<file path="src/rtl/bcd2bin.sv">
// ============================================================================
// Module   : bcd2bin
// Brief    : Sequential BCD-to-binary converter using reverse double dabble.
//            One right shift per clock, with a subtract-3 on any BCD nibble
//            that is >= 8 after the shift. Valid/ready on both sides.
//            Optional macro BCD2BIN_CHECK_EN flags non-decimal input nibbles
//            at accept time and returns err=1, bin_out=0 without converting.
// Revision : 1.0 - initial release
// ============================================================================
`default_nettype none

module bcd2bin #(
    parameter int DIGITS = 4,
    parameter int BW     = 14
) (
    input  logic                  clk,
    input  logic                  rst_n,
    input  logic                  in_valid,
    output logic                  in_ready,
    input  logic [4*DIGITS-1:0]   bcd_in,
    output logic                  out_valid,
    input  logic                  out_ready,
    output logic [BW-1:0]         bin_out,
    output logic                  err
);

    localparam int DW = 4 * DIGITS;
    localparam int CW = $clog2(BW + 1);

    typedef enum logic [1:0] {
        IDLE = 2'd0,
        CONV = 2'd1,
        DONE = 2'd2
    } state_t;

    state_t         state;
    state_t         state_nxt;

    logic [DW-1:0]  bcd_reg;
    logic [BW-1:0]  bin_reg;
    logic [CW-1:0]  cnt;

    logic [DW-1:0]  bcd_shift;
    logic [BW-1:0]  bin_shift;
    logic [DW-1:0]  bcd_corr;
    logic           bad_input;
    logic           accept;

    assign accept = in_valid && (state == IDLE);

    // Shift the whole {bcd, bin} working register right by one bit
    always_comb begin
        {bcd_shift, bin_shift} = {bcd_reg, bin_reg} >> 1;
    end

    // Per-nibble correction: a nibble whose MSB is set (>= 8) loses 3
    for (genvar i = 0; i < DIGITS; i++) begin : g_nib
        assign bcd_corr[4*i +: 4] = bcd_shift[4*i + 3] ? (bcd_shift[4*i +: 4] - 4'd3)
                                                       : bcd_shift[4*i +: 4];
    end

`ifdef BCD2BIN_CHECK_EN
    logic err_reg;

    // Flag any input nibble outside 0..9
    always_comb begin
        bad_input = 1'b0;
        for (int i = 0; i < DIGITS; i++) begin
            if (bcd_in[4*i +: 4] > 4'd9) begin
                bad_input = 1'b1;
            end
        end
    end

    // Error flag is captured at accept and held through DONE
    always_ff @(posedge clk or negedge rst_n) begin
        if (!rst_n) begin
            err_reg <= 1'b0;
        end else if (accept) begin
            err_reg <= bad_input;
        end
    end

    assign err = err_reg;
`else
    assign bad_input = 1'b0;
    assign err       = 1'b0;
`endif

    // State register
    always_ff @(posedge clk or negedge rst_n) begin
        if (!rst_n) begin
            state <= IDLE;
        end else begin
            state <= state_nxt;
        end
    end

    // Next-state logic; a bad input skips straight to DONE
    always_comb begin
        state_nxt = state;
        case (state)
            IDLE: begin
                if (in_valid) begin
                    state_nxt = bad_input ? DONE : CONV;
                end
            end
            CONV: begin
                if (cnt == CW'(1)) begin
                    state_nxt = DONE;
                end
            end
            DONE: begin
                if (out_ready) begin
                    state_nxt = IDLE;
                end
            end
            default: state_nxt = IDLE;
        endcase
    end

    // Working register and iteration counter
    always_ff @(posedge clk or negedge rst_n) begin
        if (!rst_n) begin
            bcd_reg <= '0;
            bin_reg <= '0;
            cnt     <= '0;
        end else if (accept) begin
            if (bad_input) begin
                bcd_reg <= '0;
                bin_reg <= '0;
                cnt     <= '0;
            end else begin
                bcd_reg <= bcd_in;
                bin_reg <= '0;
                cnt     <= CW'(BW);
            end
        end else if (state == CONV) begin
            bcd_reg <= bcd_corr;
            bin_reg <= bin_shift;
            cnt     <= cnt - CW'(1);
        end
    end

    assign in_ready  = (state == IDLE);
    assign out_valid = (state == DONE);
    assign bin_out   = bin_reg;

endmodule

`default_nettype wire

</file>
<file path="config.mk">
export PLATFORM = sky130hd
export DESIGN_NAME = bcd2bin
export DESIGN_NICKNAME = d
export VERILOG_FILES = /design/src/rtl/bcd2bin.sv
export SDC_FILE = /design/constraint.sdc
export NUM_CORES = 1
export LEC_CHECK = 0
export CAP_MARGIN = 40
export CORE_MARGIN = 3
export CORE_UTILIZATION = 40
export CTS_BUF_LIST = sky130_fd_sc_hd__clkbuf_16
export DETAILED_ROUTE_END_ITERATION = 16
export DONT_BUFFER_PORTS = 1
export PLACE_DENSITY_LB_ADDON = 0.1
export SETUP_SLACK_MARGIN = 0.1
export SYNTH_ARGS = -nofsm -noshare
export SYNTH_HDL_FRONTEND = slang
export SYNTH_SLANG_ARGS = --single-unit
</file>
<file path="constraint.sdc">
create_clock -name clk -period 2.95 [get_ports clk]
set_clock_uncertainty 0.2 [all_clocks]
set_input_delay 0.885 -clock clk [delete_from_list [all_inputs] [get_ports clk]]
set_output_delay 0.885 -clock clk [all_outputs]
set_load 0.05 [all_outputs]
</file>
==> out/metrics.csv <==
metric,value,unit
outcome,completed,
port bufs,0,
Diodes inserted,0,
die width,72.2,um
DIE HEIGHT,72.2,um
max-slew violation count,0,
share of cells above drive strength 1,9.42,%
initial antenna violation count,0,
CTS HTree Levels,2,
Boundary Pins,37,
CTS Sinks,36,
critical path type,reg -> out,
Synth Register Bits,36,
Die ar.,0.00522,sq mm
pin count of the biggest net entering global routing,40,
TritonCTS clock tree,built,
dpl hpwl,2420,um
first-pass GRT wire length,6240,um
Rel. slew slack,37.8,%
placed instance count,233,
Initial Utilization,42.7,%
DR iter-0 viols,153,
grt ovf,0,
Max Fclk,0.463,GHz
GRT Util Overall,15.2,%
Worst EP required,1.87,ns
worst vdd ir,0.555,mV
nets,215,
CP Max Fanout,6,
Crit Reg-Reg Startpoint,state[1],
"Hold-fix buffers, CTS",0,
clock-pin slew on the worst setup and hold paths,0.06,ns
hold crit path type,in -> async,
post-DR vias/cell,5.47,
CP endpoint kind,primary output,
Synth top area share,51.3,%
crit-path max cell delay,0.43,ns
minimum clock period,2.16,ns
Core Region,0.00412,sq mm
Final Setup Violations,0,
Power per Cell Area,1380,mW/mm^2
DRT Pass-1 Iters,4,
DRT Wirelength,3650,um
final worst path period share,73.2,%
dpl ws,0.511,ns
clock insertion delay at the later pin of the skew report,0.27,ns
max FFs per register,16,
Synth area leaders,"dfrtp_1, nand2_1, nand3_1",
setup TNS,0,ns
vias in the first global route,1260,
top-count cell post-synth,nand2_1,
Post-synth EDFFs,0,
Gate Count Post-Synth,190,
R2R depth,4,
sum of buffers and inverters on the critical path,1,
Worst R2R Setup Slack,0.92,ns
"FFs w/ async S/R, synth",100,%
cell family with most CP delay,flip-flops,
CP arrival,1.08,ns
RePlAce Congestion,0.742,
Worst Max-Slew Pin Slew,0.932,ns
number of CTS-inserted buffers,5,
RSZ-0062 raised after global routing,false,
FF-to-FF End,bin_out[11],
Routed Antenna Nets,0,
Fillers,412,
Cell Rows,23,
leading area contributor after synthesis,dfrtp_1,
final hold violation count,0,
"Top FF cell, synth",dfrtp_1,
DRC Markers,0,
slowest CP cell,dfrtp_1,
Post-synth top cells,"nand2_1, dfrtp_1, nand3_1",
wire per inst,15.1,um
number of setup buffers added after CTS,0,
DR vias,1319,
maxcap violations,0,
Max clock buf depth,2,
cts repair resizes,0,
Startpoint Class,flip-flop,
Setup WS post-layout,0.790,ns
sequential fraction of the synthesis area,51.3,%
Post-Syn Area,0.00176,sq mm
syn nets,215,
"Avg Cell Area, Syn",9.24,sq um
non-filler instance count after layout,241,
Leak,0.905,nW
"Critical Path, Cell by Cell","nor2b_1, buf_4",
yosys warns,0,
"Distinct cells, synth",29,
clock root buffer,clkbuf_16,
synthesis-to-finish area growth,10.8,%
area by class of cell:
class	count	area (sq um)	share of cell area [%]
inverters	2	7.51	0.386
flip-flops and latches	36	901	46.3
clock inverters	3	38.8	1.99
well taps	50	62.6	3.22
clock buffers	5	125	6.44
repair buffers	6	45.0	2.32
multi-input cells	139	764	39.3
cells in the final DEF (no fill, tap or decap), types with 4 or more instances in the layout:
cell,instances
dfrtp_1,36
nor2b_1,7
clkbuf_16,5
o211ai_1,4
a31oi_1,4
ha_1,5
nor2_1,7
nand3_1,18
o21ai_0,12
nand2_1,48
buf_4,6
o21ai_1,9
per-stage QoR:
step	hold slack [ns]	power (W)	area, sq um	util [%]
floorplan	0.239	0.00193	1760	-
global route	0.0906	0.00290	1940	47.2
detailed placement	0.274	0.00213	1780	43.3
finish	0.103	0.00269	1940	47.2
CTS	0.0966	0.00272	1940	47.2
global placement	0.269	0.00208	1780	43.3
cell families after synthesis:
| logic type | share of synthesized area (%) |
|---|---|
| AO/OA/AOI/OAI | 12.0 |
| XOR/XNOR | 2.99 |
| adder cells (fa/ha/maj) | 3.56 |
| buffers and inverters | 5.27 |
| flip-flops | 51.3 |
| multiplexers | 0.570 |
| other | 0.214 |
| AND/OR/NAND/NOR | 24.1 |
worst max path at each step:
stage,end,cells after the start,start
after detailed placement,bin_out[4],4,in_valid
final,out_valid,2,state[1]
after floorplan,out_valid,1,state[1]
after CTS,out_valid,2,state[1]
after global routing,bin_out[10],4,in_valid
after global placement,bin_out[4],4,in_valid
where the power goes:
part           internal (W)  switching, W  total, W
clock network      0.000393      0.000191  0.000584
logic              0.000357      0.000499  0.000856
registers          0.000722      0.000525   0.00125
routing by layer:
layer / GRT usage [%] / vias to the layer above / share of wire (%)
met5: 0 / - / 0
met3: 5.68 / 2 / 6.1
met4: 5.01 / 0 / 0.69
li1: - / 643 / -
met1: 21.1 / 648 / 48
met2: 21.9 / 26 / 45
worst register-to-register path, stage by stage (launching register included):
cell     delay (ns)
dfrtp_1        0.43
or3b_1         0.79
buf_4          0.35
nand3_1        0.08
nand2_1        0.06
No activity file was read; power rests on OpenSTA's default activity.
==> RTL edit 1: new RTL, same flow settings <==
The option `BCD2BIN_CHECK_EN` is turned on by a define.
--- a/src/rtl/bcd2bin.sv
+++ b/src/rtl/bcd2bin.sv
@@ -10,2 +10,4 @@
 `default_nettype none
+
+`define BCD2BIN_CHECK_EN
 
Check against the original RTL: not equivalent (a bounded check fails within 4 cycles, from zero or initial values and one cycle with rst_n low).
==> RTL edit 1 against the unedited design <==
- cell area up 0.39%
- cell count down 14%
- worst setup slack worse by 0.31 ns
- routed wire length up 7.4%
- total power down 22%
- area after synthesis up 0.57%
- register-to-register slack better by 0.09 ns
- critical path depth unchanged
- non-clock buffer count down 2
- sequential cell count up 1
==> RTL edit 1: results (changes against the unedited design) <==
asr flop ratio synth=100.0% (unchanged); final net count=182 (-15%); leak pwr=0.8786 nW (-2.9%); first-pass GRT wire length=6492 µm (+4.1%); Finished Layout Cells=208 (-14%); Cell variety after synth=36 (+24%); DRT Pass-1 Iters=5 (+1); vias in the first global route=1,256 (-0.32%); sequential share of the synthesized area=52.45% (+1.1 points); cell total after placement=200 (-14%); DP Wirelength=2651 µm (+9.4%); Max IR drop VDD=600.3 µV (+8.1%); CP Max Fanout=11 (+5); CP arrival=1.39 ns (+0.31 ns); Syn Area/Cell=11.46 µm² (+24%); Reg2Reg Launch Point=state[0]; largest net degree at the start of global routing=38 (-5.0%); RePlAce Congestion=0.8302 (+12%); top cells by count, synth=dfrtp_1, nor2_1, a22o_1; R2R setup slack=1.01 ns (+0.09 ns); GRT Resource Usage Total=16.26% (+1.1 points); FILL cells=386 (-6.3%); status=finished clean; top post-synthesis cells by area=dfrtp_1, a221o_1, a22o_1, ha_1, nor2_1; Placed Instance Area=0.001785 mm² (+0.28%); initial DRC count=108 (-29%); vias per cell=5.846 (+6.8%); routed length per instance=18.84 µm (+24%); Slew HR=65.00% (+27 points); r2r endpoint=bcd_reg[11]
RTL edit 1: how the worst max path moves through the flow:
| stage | start | end | slack, ns | depth (start not counted) |
|---|---|---|---|---|
| 3_3_place_gp | bcd_in[6] | bcd_reg[10] | 0.68 | 5 |
| 6_report | state[0] | out_valid | 0.48 | 2 |
| 2_1_floorplan | state[1] | in_ready | 0.73 | 1 |
| 4_1_cts | state[0] | out_valid | 0.47 | 2 |
| 5_1_grt | state[0] | out_valid | 0.39 | 2 |
| 3_5_place_dp | bcd_in[6] | bcd_reg[9] | 0.68 | 5 |
RTL edit 1: layer usage:
metal  track usage [%]  share of wire [%]
met5                 0                  0
met4             4.303               0.56
met3             6.094                6.7
met2             24.77                 45
met1             21.84                 48
RTL edit 1: critical path, cell delays in order, from the launching register on:
cell and delay (ns):
dfrtp_1 0.54, nand2b_1 0.24, inv_1 0.33
RTL edit 1: cell type report:
cell class,count,share of cell area [%]
flip-flops and latches,37,47.44
multi-input cells,103,38.14
clock buffers,5,6.410
well taps,50,3.205
clock inverters,3,2.115
repair buffers,4,1.538
inverters,6,1.154
RTL edit 1: stage by stage:
step	worst slack (ns)	hold WS (ns)	utilization, %
global placement	0.6795	0.2999	43.39
finish	0.4774	0.09966	47.43
global route	0.3851	0.08373	47.43
floorplan	0.7306	0.2663	-
CTS	0.4657	0.09107	47.43
detailed placement	0.6756	0.3027	43.39
RTL edit 1: cell families after synthesis:
kind of cell,count (synthesis),share of synthesized area [%]
buffers and inverters,14,5.385
adder cells (fa/ha/maj),5,3.544
AO/OA/AOI/OAI,51,22.75
flip-flops,37,52.45
multiplexers,3,1.701
AND/OR/NAND/NOR,38,11.20
XOR/XNOR,6,2.977
RTL edit 1: where the power goes:
part / switching, mW / internal [mW] / leakage (nW)
clock network: 0.200 / 0.395 / 0.0775
logic: 0.321 / 0.251 / 0.301
registers: 0.293 / 0.646 / 0.500
total: 0.814 / 1.29 / 0.879
==> RTL edit 2: new RTL, same settings <==
Without the edit above. Encoding of `state_t`: now one-hot (3 bits for 3 states).
--- a/src/rtl/bcd2bin.sv
+++ b/src/rtl/bcd2bin.sv
@@ -29,6 +29,6 @@
 
-    typedef enum logic [1:0] {
-        IDLE = 2'd0,
-        CONV = 2'd1,
-        DONE = 2'd2
+    typedef enum logic [2:0] {
+        IDLE = 3'b001,
+        CONV = 3'b010,
+        DONE = 3'b100
     } state_t;
Behaviour: same outputs for any inputs over 10 cycles, from zero or initial values and one cycle with rst_n low; not proved beyond that.
==> RTL edit 2 against the unedited design <==
- via count grew 1.5%
- cell area grew 3.5%
- area after synthesis grew 5.9%
- maximum frequency is 11% lower
- combinational power is 24% lower
- sequential cell count rose by 1
- critical path depth stayed put
- global-route usage fell by 0.16 points
- non-clock buffer count is 2 lower
- clock power shrank 16%
- total power down 24%
- worst setup slack worse by 0.28 ns
- routed wire length grew 4.9%
==> RTL edit 2: results (changes against the unedited design) <==
status=finished clean; CP arrival=1.36 ns (+0.28 ns); Max IR drop VDD=372.1 µV (-33%); Compound-Gate Fraction of Synth Area=15.21% (+3.2 points); FILL cells=425 (+3.2%); first-pass GRT wire length=6403 µm (+2.7%); logic gate share of total power=32.1% (+0.2 points); delay of the slowest critical-path stage=0.66 ns (+0.23 ns); sequential share of the synthesized area=49.87% (-1.5 points); vias in the first global route=1,367 (+8.5%); WL met2=1805 µm (+10%); leak pwr=0.8636 nW (-4.6%); Reg2Reg Launch Point=state[0]; RePlAce Congestion=0.7749 (+4.4%); Post-Route M1 WL=1700 µm (-3.6%); met3 wire len=303 µm (+37%); grt met2 use=24.51% (+2.6 points); GRT Resource Usage Total=15.05% (-0.16 points); top cells by count, synth=nand2_1, dfrtp_1, a21oi_1; Synth Instances=187 (-1.6%); Worst Setup SP=state[0]; proportion of synthesized area in mux cells=3.230% (+2.7 points); top post-synthesis cells by area=dfrtp_1, nand2_1, a21oi_1, a221o_1, ha_1; Comb group=651 µW (-24%); initial DRC count=36 (-76%); dpl ws=0.7052 ns (+0.1941 ns); cell total after placement=229 (-1.7%); via count=1,339 (+1.5%); met3 Use GR=5.405% (-0.27 points); Crit-path slowest cell=dfstp_2; final wirelength=3826 µm (+4.9%); Synth Area in Adders=3.365% (-0.20 points)
-- RTL edit 2: cell count changes in the layout (fill, tap and decap cells not counted), sizes merged, moves of 4 or more --
cell,change
a31oi,-4
nand2,-11
nor3,+4
a21oi,+17
mux2i,+5
a221o,+9
nand3,-17
nor2b,-6
o21ai,-11
nor3b,+5
-- RTL edit 2: layout make-up --
| class | instances | area [µm²] | area share [%] |
|---|---|---|---|
| flip-flops and latches | 37 | 927.1 | 46.08 |
| multi-input cells | 131 | 825.8 | 41.04 |
| clock buffers | 5 | 125.1 | 6.219 |
| well taps | 52 | 65.06 | 3.234 |
| repair buffers | 4 | 37.54 | 1.866 |
| inverters | 5 | 18.77 | 0.9328 |
| clock inverters | 3 | 12.51 | 0.6219 |
-- RTL edit 2: path summary, 6_finish.rpt --
path,endpoint,slack [ns],depth (start not counted)
min reg2reg,bin_out[13],0.32,2
min,state[2],0.11,0
min in group clk,bin_out[13],0.32,2
max reg2reg,bcd_reg[7],0.86,4
max in group asynchronous,state[0],2.27,0
max,in_ready,0.51,2
